$ cat src/rtl/hash_nonce_search.sv
// hash_nonce_search: drives one micro-hash core with header+nonce and walks the nonce
// until both leading hash bytes fall strictly below the target or the range is exhausted.
`default_nettype none

module hash_nonce_search #(
  parameter int unsigned HASH_LATENCY = 40,
  parameter logic [31:0] MAX_NONCE    = 32'hFFFF_FFFF
) (
  input  logic        clk,
  input  logic        reset,
  input  logic        start,
  input  logic        abort,
  input  logic [95:0] header,
  input  logic [7:0]  target,
  input  logic [7:0]  hash_array0,
  input  logic [7:0]  hash_array1,
  input  logic [7:0]  hash_array2,
  output logic [7:0]  array_numbers0,
  output logic [7:0]  array_numbers1,
  output logic [7:0]  array_numbers2,
  output logic [7:0]  array_numbers3,
  output logic [7:0]  array_numbers4,
  output logic [7:0]  array_numbers5,
  output logic [7:0]  array_numbers6,
  output logic [7:0]  array_numbers7,
  output logic [7:0]  array_numbers8,
  output logic [7:0]  array_numbers9,
  output logic [7:0]  array_numbers10,
  output logic [7:0]  array_numbers11,
  output logic [7:0]  array_numbers12,
  output logic [7:0]  array_numbers13,
  output logic [7:0]  array_numbers14,
  output logic [7:0]  array_numbers15,
  output logic        ready,
  output logic        busy,
  output logic        found,
  output logic        fail,
  output logic [31:0] nonce_out,
  output logic [23:0] hash_out
);

  localparam logic [1:0] S_IDLE  = 2'd0;
  localparam logic [1:0] S_RUN   = 2'd1;
  localparam logic [1:0] S_CHECK = 2'd2;
  localparam logic [1:0] S_DONE  = 2'd3;

  localparam logic [7:0] LAT_LAST = 8'(HASH_LATENCY - 1);

  logic [1:0]  state_q, state_d;
  logic [95:0] header_q, header_d;
  logic [7:0]  target_q, target_d;
  logic [31:0] nonce_q, nonce_d;
  logic [7:0]  cnt_q, cnt_d;
  logic        found_q, found_d;
  logic        fail_q, fail_d;
  logic [31:0] nonce_out_q, nonce_out_d;
  logic [23:0] hash_out_q, hash_out_d;
  logic        hit;

  assign hit = (hash_array0 < target_q) && (hash_array1 < target_q);

  always_comb begin
    state_d     = state_q;
    header_d    = header_q;
    target_d    = target_q;
    nonce_d     = nonce_q;
    cnt_d       = cnt_q;
    found_d     = found_q;
    fail_d      = fail_q;
    nonce_out_d = nonce_out_q;
    hash_out_d  = hash_out_q;
    // abort outranks both a start request and a hit evaluated in the same cycle
    if (abort) begin
      state_d = S_IDLE;
    end else begin
      case (state_q)
        S_IDLE, S_DONE: begin
          if (start) begin
            state_d  = S_RUN;
            header_d = header;
            target_d = target;
            nonce_d  = 32'd0;
            cnt_d    = 8'd0;
            found_d  = 1'b0;
            fail_d   = 1'b0;
          end
        end
        S_RUN: begin
          if (cnt_q == LAT_LAST) begin
            state_d = S_CHECK;
          end else begin
            cnt_d = cnt_q + 8'd1;
          end
        end
        S_CHECK: begin
          if (hit) begin
            state_d     = S_DONE;
            found_d     = 1'b1;
            nonce_out_d = nonce_q;
            hash_out_d  = {hash_array0, hash_array1, hash_array2};
          end else if (nonce_q == MAX_NONCE) begin
            state_d = S_DONE;
            fail_d  = 1'b1;
          end else begin
            state_d = S_RUN;
            nonce_d = nonce_q + 32'd1;
            cnt_d   = 8'd0;
          end
        end
        default: state_d = S_IDLE;
      endcase
    end
  end

  always_ff @(posedge clk or negedge reset) begin
    if (!reset) begin
      state_q     <= S_IDLE;
      header_q    <= '0;
      target_q    <= '0;
      nonce_q     <= '0;
      cnt_q       <= '0;
      found_q     <= 1'b0;
      fail_q      <= 1'b0;
      nonce_out_q <= '0;
      hash_out_q  <= '0;
    end else begin
      state_q     <= state_d;
      header_q    <= header_d;
      target_q    <= target_d;
      nonce_q     <= nonce_d;
      cnt_q       <= cnt_d;
      found_q     <= found_d;
      fail_q      <= fail_d;
      nonce_out_q <= nonce_out_d;
      hash_out_q  <= hash_out_d;
    end
  end

  assign {array_numbers0, array_numbers1, array_numbers2,  array_numbers3,
          array_numbers4, array_numbers5, array_numbers6,  array_numbers7,
          array_numbers8, array_numbers9, array_numbers10, array_numbers11} = header_q;
  assign {array_numbers12, array_numbers13, array_numbers14, array_numbers15} = nonce_q;

  assign ready     = (state_q == S_RUN);
  assign busy      = (state_q == S_RUN) || (state_q == S_CHECK);
  assign found     = found_q;
  assign fail      = fail_q;
  assign nonce_out = nonce_out_q;
  assign hash_out  = hash_out_q;

endmodule

`default_nettype wire
$ cat config.mk
export PLATFORM = sky130hd
export DESIGN_NAME = hash_nonce_search
export DESIGN_NICKNAME = d
export VERILOG_FILES = /design/src/rtl/hash_nonce_search.sv
export SDC_FILE = /design/constraint.sdc
export NUM_CORES = 1
export LEC_CHECK = 0
export ABC_CLOCK_PERIOD_IN_PS = 5300
export BUFFER_PORTS_ARGS = -buffer_cell sky130_fd_sc_hd__buf_4
export CORE_UTILIZATION = 54
export CTS_CLUSTER_DIAMETER = 80
export DETAILED_ROUTE_END_ITERATION = 12
export MAX_ROUTING_LAYER = met4
export PLACE_DENSITY = 0.9
export REMOVE_ABC_BUFFERS = 1
export SLEW_MARGIN = 40
export SYNTH_ARGS = -nofsm -noshare
export SYNTH_HDL_FRONTEND = slang
export SYNTH_SLANG_ARGS = --single-unit
$ cat constraint.sdc
create_clock -name clk -period 5.3 [get_ports clk]
set_clock_uncertainty 0.2 [all_clocks]
set_input_delay 0.53 -clock clk [delete_from_list [all_inputs] [get_ports clk]]
set_output_delay 0.53 -clock clk [all_outputs]
set_load 0.005 [all_outputs]
==> run summary <==
Via density: 5.656
synthesis-to-finish area growth: 36.71%
crit path cell chain: inv_1 -> ha_1 -> and3_1 -> a22o_1 -> a211oi_2 -> o21a_2 -> buf_4 -> nand2b_4 -> buf_12 -> mux2_4
post-synthesis cell type count: 53
post-synthesis cell count: 669
CP arrival: 3470 ps
hold path start: abort
YS warnings: 0
DRC errors left: 0
Post-DP HPWL: 17.20 mm
Main synth FF type: dfrtp_1
clk sinks: 204
first-pass GRT wire length: 39.63 mm
Fin. Hold Viols: 0
I/O Buffers: 319
Critical Path Start: target_q[7]
cell area after layout: 12440 um^2
total CTS buffers: 22
Top delay family on crit path: buffers and inverters
Synth async-reset ratio: 1.000
Max Fclk: 0.3032 GHz
biggest cell delay along the critical path: 380 ps
GRT Residual Overflow: 0
Clk Tree Root Cell: clkbuf_16
Routed WL: 24.72 mm
synthesized area per cell: 13.60 um^2
final cycle utilization of the critical path: 0.6223
reg2reg start: target_q[7]
number of global-route vias before repair: 7174
Antenna Cells: 0
largest cells by area after synthesis: dfrtp_1, mux2_2, mux2_4, o31ai_1, ha_1
Routed Antenna Nets: 0
top-area cell type share of the netlist area: 0.5609
worst skew pair latency: 490 ps
antenna violations before repair: 0
Post-CTS Hold Buffers: 1
Final nets: 1138
Final Max Slew Viols: 0
per-cell routed wire length: 20.19 um
Worst path slowest cell: buf_4
H-tree depth: 1
Final Setup Violations: 0
number of synthesized flops with an enable pin: 0
power density cells: 387.8 nW/um^2
HP Class: in2reg
Seq cells post-synth: 204
detailed-router iteration count before antenna repair: 5
die area: 17380 um^2
required time of the critical path: 5470 ps
Pleak: 0.006187 uW
Place WS: 1793 ps
startpoint types: register
Die Height: 131.8 um
CP Buf/Inv Count: 3
total via count in the routed design: 6923
relative slew slack: 0.4779
Rows: 47
Final Worst Setup Slack: 2002 ps
Starting Density: 0.5508
share of layout cells above drive strength 1: 0.5359
CORE AREA: 16520 um^2
status: completed
top fanout value on the critical path: 41
CTS tree: yes
die outline width: 131.8 um
fin crit period: 3298 ps
worst vdd ir: 342.7 uV
Max Buffers Root-to-Sink: 3
Reg clk slew, reported paths: 60 ps
I/O pin count: 320
dpl cell area: 11670 um^2
register area share after synthesis: 0.5609
Mapped Area: 9101 um^2
Starting DRT DRC Count: 382
routability congestion estimate: 0.8656
pin count of the biggest net entering global routing: 109
Total Routing Usage GR: 0.2963
Slew @ Worst Pin: 781.3 ps
CP Class: reg2reg
post-cts gate resize count: 0
largest area contributor in the netlist: dfrtp_1
Setup crit end kind: register
RSZ-0062 raised after global routing: false
total setup buffers inserted after CTS: 0
TNS Setup: 0 ps
Power Total: 4825 uW
Max Cap Viol: 0
-- flip-flops by register name, indices dropped and copies added (netlist names) --
name       cells
found          1
state_q        2
fail           1
nonce_out     32
header_q      96
target_q       8
nonce_q       32
cnt_q          8
hash_out      24
-- layout make-up --
class / count / area [um^2]
well taps: 220 / 275.3
multi-input cells: 418 / 3759
repair buffers: 327 / 2494
clock inverters: 8 / 93.84
inverters: 15 / 56.30
flip-flops and latches: 204 / 5105
fillers: 1015 / 4083
clock buffers: 32 / 659.4
-- path summary, 6_finish.rpt --
| kind | depth (start not counted) | endpoint | slack (ps) |
|---|---|---|---|
| max | 10 | hash_out[19] | 2000 |
| min | 2 | state_q[0] | 60 |
| max reg2reg | 10 | hash_out[19] | 2000 |
| min reg2reg | 1 | header_q[30] | 300 |
| max in group asynchronous | 3 | header_q[30] | 3430 |
| min in group asynchronous | 2 | state_q[1] | 430 |
-- report_power, final --
part	switching [uW]	total, uW	internal [uW]	leakage (uW)
combinational	444	1170	727	0.00321
clock	609	1570	961	0.000376
sequential	200	2080	1880	0.00260
total	1250	4830	3570	0.00619
-- cell families (layout without fill, tap and decap cells) --
group,count (synthesis),in the layout,synth area share
and+or+nand+nor,128,128,0.08620
DFF,204,204,0.5609
AOI/OAI and AO/OA,113,113,0.08867
muxes,159,159,0.2128
adders and majority gates,18,18,0.02475
buffers and inverters,47,382,0.02667
-- Yosys cell counts (all sizes together) (5+ instances only) --
| library cell | number |
|---|---|
| dfrtp | 204 |
| buf | 18 |
| and2 | 17 |
| nor3 | 7 |
| and3 | 6 |
| o21a | 6 |
| o221ai | 5 |
| mux2 | 159 |
| inv | 15 |
| nand2 | 23 |
| nand3b | 8 |
| o211ai | 5 |
| nand2b | 7 |
| nand4 | 13 |
| o41ai | 5 |
| a21oi | 5 |
| o21ai | 31 |
| nor2 | 10 |
| a22o | 6 |
| o31ai | 40 |
| ha | 18 |
| clkbuf | 14 |
| nand3 | 19 |
-- metrics by stage --
| step | util | std cells | hold WS, ps |
|---|---|---|---|
| 5_1_grt | 0.7529 | 1224 | 43.44 |
| 6_report | 0.7529 | 1224 | 56.54 |
| 4_1_cts | 0.7527 | 1224 | 39.11 |
| 2_1_floorplan | - | 637 | 34.41 |
| 3_3_place_gp | 0.7053 | 1182 | 286.8 |
| 3_5_place_dp | 0.7065 | 1183 | 293.3 |
-- per-layer routing --
layer / routed length [um] / track usage / vias to the layer above
li1: - / - / 3106
met1: 9583 / 0.3582 / 3467
met2: 12770 / 0.5053 / 307
met3: 1624 / 0.05306 / 43
met4: 732 / 0.09173 / 0
met5: 0 / - / -
-- cell usage in the layout (no fill, tap or decap), types with 18 or more instances in the layout --
| cell type | instances |
|---|---|
| ha_1 | 18 |
| nand3_1 | 18 |
| mux2_2 | 120 |
| o21ai_0 | 22 |
| clkbuf_16 | 23 |
| o31ai_1 | 40 |
| buf_4 | 322 |
| dfrtp_1 | 204 |
| mux2_4 | 39 |
| nand2_1 | 23 |
(Power assumes the default switching activity.)
